File: src/rtl/vga_frame_reader.sv
// ---------------------------------------------------------------------------
// vga_frame_reader
//
// Display-side consumer of the data memory's VGA read port. Generates VGA
// timing (640x480@60 Hz with default parameters) from the 50 MHz system
// clock, fetches the 8-bit grayscale image four pixels per 32-bit word and
// drives the DAC / connector signals.
//
// Ports:
//   clk          in   50 MHz system clock, all state on rising edge
//   rst          in   asynchronous reset, active-low
//   vga_address  out  word-aligned byte address into data memory
//   vga_rd       in   memory read data, combinational w.r.t. vga_address
//   vga_clk      out  25 MHz pixel clock (the internal tick register)
//   hsync        out  horizontal sync, active-low
//   vsync        out  vertical sync, active-low
//   blank_n      out  high during the visible area
//   sync_n       out  composite sync, tied low
//   r, g, b      out  pixel colour, all equal to the grayscale byte
//   frame_start  out  one-clk pulse when the counters reach (0,0)
// ---------------------------------------------------------------------------
module vga_frame_reader #(
    parameter int          H_ACTIVE  = 640,
    parameter int          H_FP      = 16,
    parameter int          H_SYNC    = 96,
    parameter int          H_BP      = 48,
    parameter int          V_ACTIVE  = 480,
    parameter int          V_FP      = 10,
    parameter int          V_SYNC    = 2,
    parameter int          V_BP      = 33,
    parameter int          IMG_W     = 256,
    parameter int          IMG_H     = 256,
    parameter logic [31:0] BASE_ADDR = 32'h0000_0400
) (
    input  logic        clk,
    input  logic        rst,
    output logic [31:0] vga_address,
    input  logic [31:0] vga_rd,
    output logic        vga_clk,
    output logic        hsync,
    output logic        vsync,
    output logic        blank_n,
    output logic        sync_n,
    output logic [7:0]  r,
    output logic [7:0]  g,
    output logic [7:0]  b,
    output logic        frame_start
);

    localparam int H_TOTAL = H_ACTIVE + H_FP + H_SYNC + H_BP;
    localparam int V_TOTAL = V_ACTIVE + V_FP + V_SYNC + V_BP;

    localparam logic [9:0] H_LAST    = 10'(H_TOTAL - 1);
    localparam logic [9:0] V_LAST    = 10'(V_TOTAL - 1);
    localparam logic [9:0] H_VIS     = 10'(H_ACTIVE);
    localparam logic [9:0] V_VIS     = 10'(V_ACTIVE);
    localparam logic [9:0] HS_FIRST  = 10'(H_ACTIVE + H_FP);
    localparam logic [9:0] HS_LAST   = 10'(H_ACTIVE + H_FP + H_SYNC - 1);
    localparam logic [9:0] VS_FIRST  = 10'(V_ACTIVE + V_FP);
    localparam logic [9:0] VS_LAST   = 10'(V_ACTIVE + V_FP + V_SYNC - 1);
    localparam logic [9:0] IMG_W_LIM = 10'(IMG_W);
    localparam logic [9:0] IMG_H_LIM = 10'(IMG_H);
    localparam logic [31:0] LINE_BYTES = 32'(IMG_W);

    logic       tick_q;
    logic       tick_d;
    logic [9:0] hcnt_q;
    logic [9:0] hcnt_d;
    logic [9:0] vcnt_q;
    logic [9:0] vcnt_d;
    logic       hsync_q;
    logic       hsync_d;
    logic       vsync_q;
    logic       vsync_d;
    logic       blank_n_q;
    logic       blank_n_d;
    logic [7:0] pix_q;
    logic [7:0] pix_d;
    logic       frame_start_q;
    logic       frame_start_d;

    logic       h_wrap;
    logic       v_wrap;
    logic       visible;
    logic       in_img;
    logic [7:0] lane_byte;
    logic [31:0] line_off;
    logic [31:0] word_off;

    always_comb begin
        h_wrap  = (hcnt_q == H_LAST);
        v_wrap  = (vcnt_q == V_LAST);
        visible = (hcnt_q < H_VIS) && (vcnt_q < V_VIS);
        in_img  = (hcnt_q < IMG_W_LIM) && (vcnt_q < IMG_H_LIM);
    end

    // Address of the word holding the current pixel; the offset is zero
    // outside the image so the port parks on BASE_ADDR.
    always_comb begin
        line_off    = 32'(vcnt_q) * LINE_BYTES;
        word_off    = {22'd0, hcnt_q[9:2], 2'b00};
        vga_address = in_img ? (BASE_ADDR + line_off + word_off) : BASE_ADDR;
    end

    // Little-endian lane select: pixel x lives in byte x mod 4 of its word.
    always_comb begin
        lane_byte = vga_rd[7:0];
        case (hcnt_q[1:0])
            2'd0:    lane_byte = vga_rd[7:0];
            2'd1:    lane_byte = vga_rd[15:8];
            2'd2:    lane_byte = vga_rd[23:16];
            default: lane_byte = vga_rd[31:24];
        endcase
    end

    // Everything except tick only moves on tick edges. The output registers
    // are loaded from the pre-increment counters, so colour and syncs both
    // describe the pixel whose address was presented during the last tick.
    always_comb begin
        tick_d        = ~tick_q;
        hcnt_d        = hcnt_q;
        vcnt_d        = vcnt_q;
        hsync_d       = hsync_q;
        vsync_d       = vsync_q;
        blank_n_d     = blank_n_q;
        pix_d         = pix_q;
        frame_start_d = 1'b0;
        if (tick_q) begin
            hcnt_d = h_wrap ? 10'd0 : hcnt_q + 10'd1;
            if (h_wrap) begin
                vcnt_d = v_wrap ? 10'd0 : vcnt_q + 10'd1;
            end
            hsync_d       = ~((hcnt_q >= HS_FIRST) && (hcnt_q <= HS_LAST));
            vsync_d       = ~((vcnt_q >= VS_FIRST) && (vcnt_q <= VS_LAST));
            blank_n_d     = visible;
            pix_d         = (visible && in_img) ? lane_byte : 8'h00;
            frame_start_d = h_wrap && v_wrap;
        end
    end

    always_ff @(posedge clk or negedge rst) begin
        if (!rst) begin
            tick_q        <= 1'b0;
            hcnt_q        <= 10'd0;
            vcnt_q        <= 10'd0;
            hsync_q       <= 1'b1;
            vsync_q       <= 1'b1;
            blank_n_q     <= 1'b0;
            pix_q         <= 8'h00;
            frame_start_q <= 1'b0;
        end else begin
            tick_q        <= tick_d;
            hcnt_q        <= hcnt_d;
            vcnt_q        <= vcnt_d;
            hsync_q       <= hsync_d;
            vsync_q       <= vsync_d;
            blank_n_q     <= blank_n_d;
            pix_q         <= pix_d;
            frame_start_q <= frame_start_d;
        end
    end

    assign vga_clk     = tick_q;
    assign hsync       = hsync_q;
    assign vsync       = vsync_q;
    assign blank_n     = blank_n_q;
    assign sync_n      = 1'b0;
    assign r           = pix_q;
    assign g           = pix_q;
    assign b           = pix_q;
    assign frame_start = frame_start_q;

endmodule

File: config.mk
export PLATFORM = sky130hd
export DESIGN_NAME = vga_frame_reader
export DESIGN_NICKNAME = d
export VERILOG_FILES = /design/src/rtl/vga_frame_reader.sv
export SDC_FILE = /design/constraint.sdc
export NUM_CORES = 1
export LEC_CHECK = 0
export ABC_AREA = 1
export BUFFER_PORTS_ARGS = -buffer_cell sky130_fd_sc_hd__buf_4
export CAP_MARGIN = 20
export CORE_ASPECT_RATIO = 1.1
export CORE_UTILIZATION = 53
export CTS_CLUSTER_DIAMETER = 50
export DETAILED_ROUTE_END_ITERATION = 7
export PLACE_DENSITY = 0.91
export SYNTH_ARGS = -nofsm -noshare
export SYNTH_HDL_FRONTEND = slang
export SYNTH_SLANG_ARGS = --single-unit
File: constraint.sdc
create_clock -name clk -period 2.81 [get_ports clk]
set_input_delay 0.281 -clock clk [delete_from_list [all_inputs] [get_ports clk]]
set_output_delay 0.281 -clock clk [all_outputs]
set_load 0.03 [all_outputs]
# == Word-level counts from Yosys, hierarchy flattened ==
# Index checks and enable logic that the tools add are counted.
# classes
addsub,4
order_cmp,8
eq_ne,4
mux,6
bitwise_logic,3
reduce_logical,8
# op_table
cell,count
$lt 10x9->1 const B,3
$pmux 8 s3,1
$add 10x1->10 const B,2
$add 19x10->20,1
$eq 10x10->1 const B,2
$mux 10,2
$mux 20,1
$add 11x18->19 const A,1
$ge 10x10->1 const B,1
$ge 10x9->1 const B,1
$le 10x10->1 const B,1
$le 10x9->1 const B,1
$lt 10x10->1 const B,1
$mux 8,1
$logic_and 1x1->1,6
$not 1->1,3
$eq 2x1->1 const B,1
$eq 2x2->1 const B,1
$logic_not 2->1,1
$reduce_and 2->1,1
$mux 1,1
# totals
reg_bits,33
input_bits,34
out_inout_bits,62
wordCells,41

# == Logic depth before layout (Yosys ltp) ==
# depth
word_depth,4
ltp_mapped,8

# == Worst setup path after synthesis ==
# Ideal clock, no wire load.
# synth_path
path_type,reg2out
from,register hcnt_q[8]
to,output vga_address[12]
t_arrival_ps,1975
required_time_ps,2529
path_slack_ps,554
stages_incl_launch_ff,6
path_buffers,0
cell_sequence,dfrtp_1 ha_1 fa_1 nor2_1 nor2_1 nor3_1
# synth_via
elab_chain_cells,3
word_cells_on_any_way,4
# synth_lines
item,line,rtl
start: declaration,67,logic [9:0] hcnt_q;
start signal: assignment,153,hcnt_q <= hcnt_d;
branches (longest 2 deep; another with $add 19x10->20),-,
$mux 20 *,102,vga_address = in_img ? (BASE_ADDR + line_off + word_off) : BASE_ADDR;
end: declaration,37,"output logic [31:0] vga_address,"
# Every way passes the cells marked *.

# == Worst setup path in the final report ==
# Ends and elaborated chain as after synthesis.

==> run summary <==
Initial DRT Pass Iterations = 4
Root Driver = clkbuf_8
initial core utilization = 0.562
Yosys Warn Count = 0
total congestion overflow = 0
worst hold path type = in2reg
Hold Vio Cnt, Final = 0
cell chain of the critical path = ha_1 > fa_1 > nor2_1 > nor2_1 > nor3_1 > buf_4
cell mode on critical path = nor2_1
vias in the first global route = 2078
Post-Route WL = 5980 um
area fraction of the dominant cell type after synthesis = 0.315
Rows = 25
die width = 67.0 um
clock share of power = 0.383
pin count of the biggest net entering global routing = 34
antenna viol nets, final = 0
Worst Tran Pin Value = 0.529 ns
maximum fanout along the worst path = 5
Clock Skews = 0.00361 ns
routed len/inst = 13.3 um
count of cell types in the netlist = 34
Top FF cell, synth = dfrtp_1
R2R cell count = 5
Iter 0 DRT Violations = 140
Seq/Total Area, Yosys = 0.337
largest area contributor in the netlist = dfrtp_1
min Tclk post-route = 2.32 ns
Max VDD drop = 0.000211 V
most common cell in the netlist = nand2_1
clock transition at the registers of the reported paths = 0.07 ns
Final nets = 439
Internal = 761 uW
Lkg Pwr = 0.00147 uW
Comb power frac = 0.150
CP startpoint = hcnt_q[8]$_DFFE_PN0P_
fin crit share = 0.826
Cells after Synth = 340
drt drc = 0
antenna violations before repair = 0
DR vias = 2389
Net Sw Frac = 0.272
Post-Route Setup TNS = 0 ns
status = completed
total core area = 4380 sq um
Post-synth ARST share = 1.00
Yosys reg bits = 33
crit path DAT = 2.04 ns
number of flops mapped to enable cells by yosys = 0
Syn Area/Cell = 7.23 sq um
share of cells above drive strength 1 = 0.253
CP startpoint kind = register
r2r setup slk = 0.76 ns
top post-synthesis cells by count = 85 x nand2_1, 38 x nor2_1, 35 x buf_4
launch point of the worst reg-to-reg path = vga_clk$_DFF_PN0_
area of the die = 4920 sq um
via density per instance = 5.31
# hold bufs at CTS = 1
Post-Syn Area = 2460 sq um
# H-tree levels = 2
Reg power frac = 0.467
final setup violation count = 0
GRT Total Usage = 0.255
Post CTS Setup Buffer Count = 0
Finished Core Util = 0.674
maximum buffer depth of the clock tree = 2
Pwr Density = 354 nW/um^2
Largest stage delay, worst path = 0.43 ns
hold path start = vga_rd[31]
Area contributors post-synth = dfrtp_1 32%, nand2_1 13%, buf_4 11%
slew margin rel. = 0.646
Worst setup endpoint = vga_address[12]
Crit Path Class = reg2out
Worst Path Required = 2.53 ns
post-cts resize count = 0
Slew Viols, Final = 0
gpl congestion = 0.902
Worst-Skew Late Latency = 0.28 ns
f_max = 0.431 GHz
Max Cap Viol = 0
DP HPWL = 4470 um
# IOs = 96
TritonCTS clock tree = yes
# diodes = 0
reg2reg end = hcnt_q[5]$_DFFE_PN0P_
first-pass GRT wire length = 9370 um
clk sink count = 33
Critical-path top delay cell = dfrtp_1
Num CTS Buffers = 5
Area Growth Syn to Fin = 20.0%
Critical Path End Type = output pin
Sw Pwr = 284 uW
Fin Hold WS = 0.231 ns
Die Height = 73.5 um
Port Buffers = 77
RSZ-0062 raised after global routing = no
-- registers in the layout, summed over array words and instances, names as in the netlist --
name / cells
vga_clk: 1
b: 8
hsync: 1
hcnt_q: 10
vcnt_q: 10
frame_start: 1
blank_n: 1
vsync: 1
-- worst max-delay path, delay by kind of cell, from the launching register on --
| kind | cells | cell delay (ns) |
|---|---|---|
| DFF | 1 | 0.43 |
| and+or+nand+nor | 3 | 0.51 |
| adders and majority gates | 2 | 0.63 |
| buffers and inverters | 1 | 0.19 |
-- how the worst min path moves through the flow --
stage / to / slack, ns / depth (start not counted)
floorplan: b[0]$_DFFE_PN0P_ / -0.01 / 0
global placement: b[0]$_DFFE_PN0P_ / 0.25 / 1
detailed placement: b[0]$_DFFE_PN0P_ / 0.26 / 1
CTS: b[7]$_DFFE_PN0P_ / 0.23 / 3
global route: b[1]$_DFFE_PN0P_ / 0.24 / 3
finish: b[7]$_DFFE_PN0P_ / 0.23 / 3
-- metrics by stage --
| stage | power [uW] | setup slack [ns] | cell area, sq um | instances |
|---|---|---|---|---|
| 4_1_cts | 1050 | 0.485 | 2950 | 450 |
| 2_1_floorplan | 611 | 0.554 | 2520 | 357 |
| 3_5_place_dp | 653 | 0.799 | 2840 | 441 |
| 3_3_place_gp | 651 | 0.834 | 2840 | 441 |
| 6_report | 1040 | 0.489 | 2950 | 450 |
| 5_1_grt | 1080 | 0.302 | 2950 | 450 |
-- logic make-up (layout without fill, tap and decap cells) --
kind of cell,count (synthesis),count (layout),synth area share
buffers and inverters,76,115,0.178
DFF,33,33,0.337
xor gates and xnor gates,6,6,0.0214
AOI/OAI and AO/OA,37,37,0.0839
adders and majority gates,10,10,0.0539
other,1,18,0.00152
and+or+nand+nor,177,177,0.325
-- power by group through the flow --
stage          Combinational [uW]  Clock, uW  Sequential, uW
6_report                      157        400             488
5_1_grt                       167        424             488
4_1_cts                       157        404             488
3_5_place_dp                  156          0             497
3_3_place_gp                  155          0             497
2_1_floorplan                 104          0             507
-- final cells by class --
type / count / area [sq um]
Fill cell: 350 / 1430
Sequential cell: 33 / 828
Tap cell: 54 / 67.6
Timing Repair Buffer: 78 / 588
Inverter: 29 / 109
Clock inverter: 1 / 5.00
Clock buffer: 7 / 96.3
Multi-Input combinational cell: 248 / 1260
-- per-layer routing --
metal	vias to the layer above	GRT usage	share of wire
met5	-	0	0
met4	0	0.0851	0.012
met3	8	0.0419	0.090
met2	124	0.429	0.48
met1	1101	0.330	0.41
li1	1156	-	-
-- cell usage in the layout (no fill, tap or decap), drive strengths merged, types with 4 or more instances in the layout --
cell	instances
nand2	87
buf	77
nor2	41
dfrtp	31
inv	29
nand3	26
conb	18
o21ai	16
a21oi	12
nor3	9
ha	9
o211ai	8
nand4	8
clkbuf	7
xor2	4
Power figures use the tool's default switching activity.
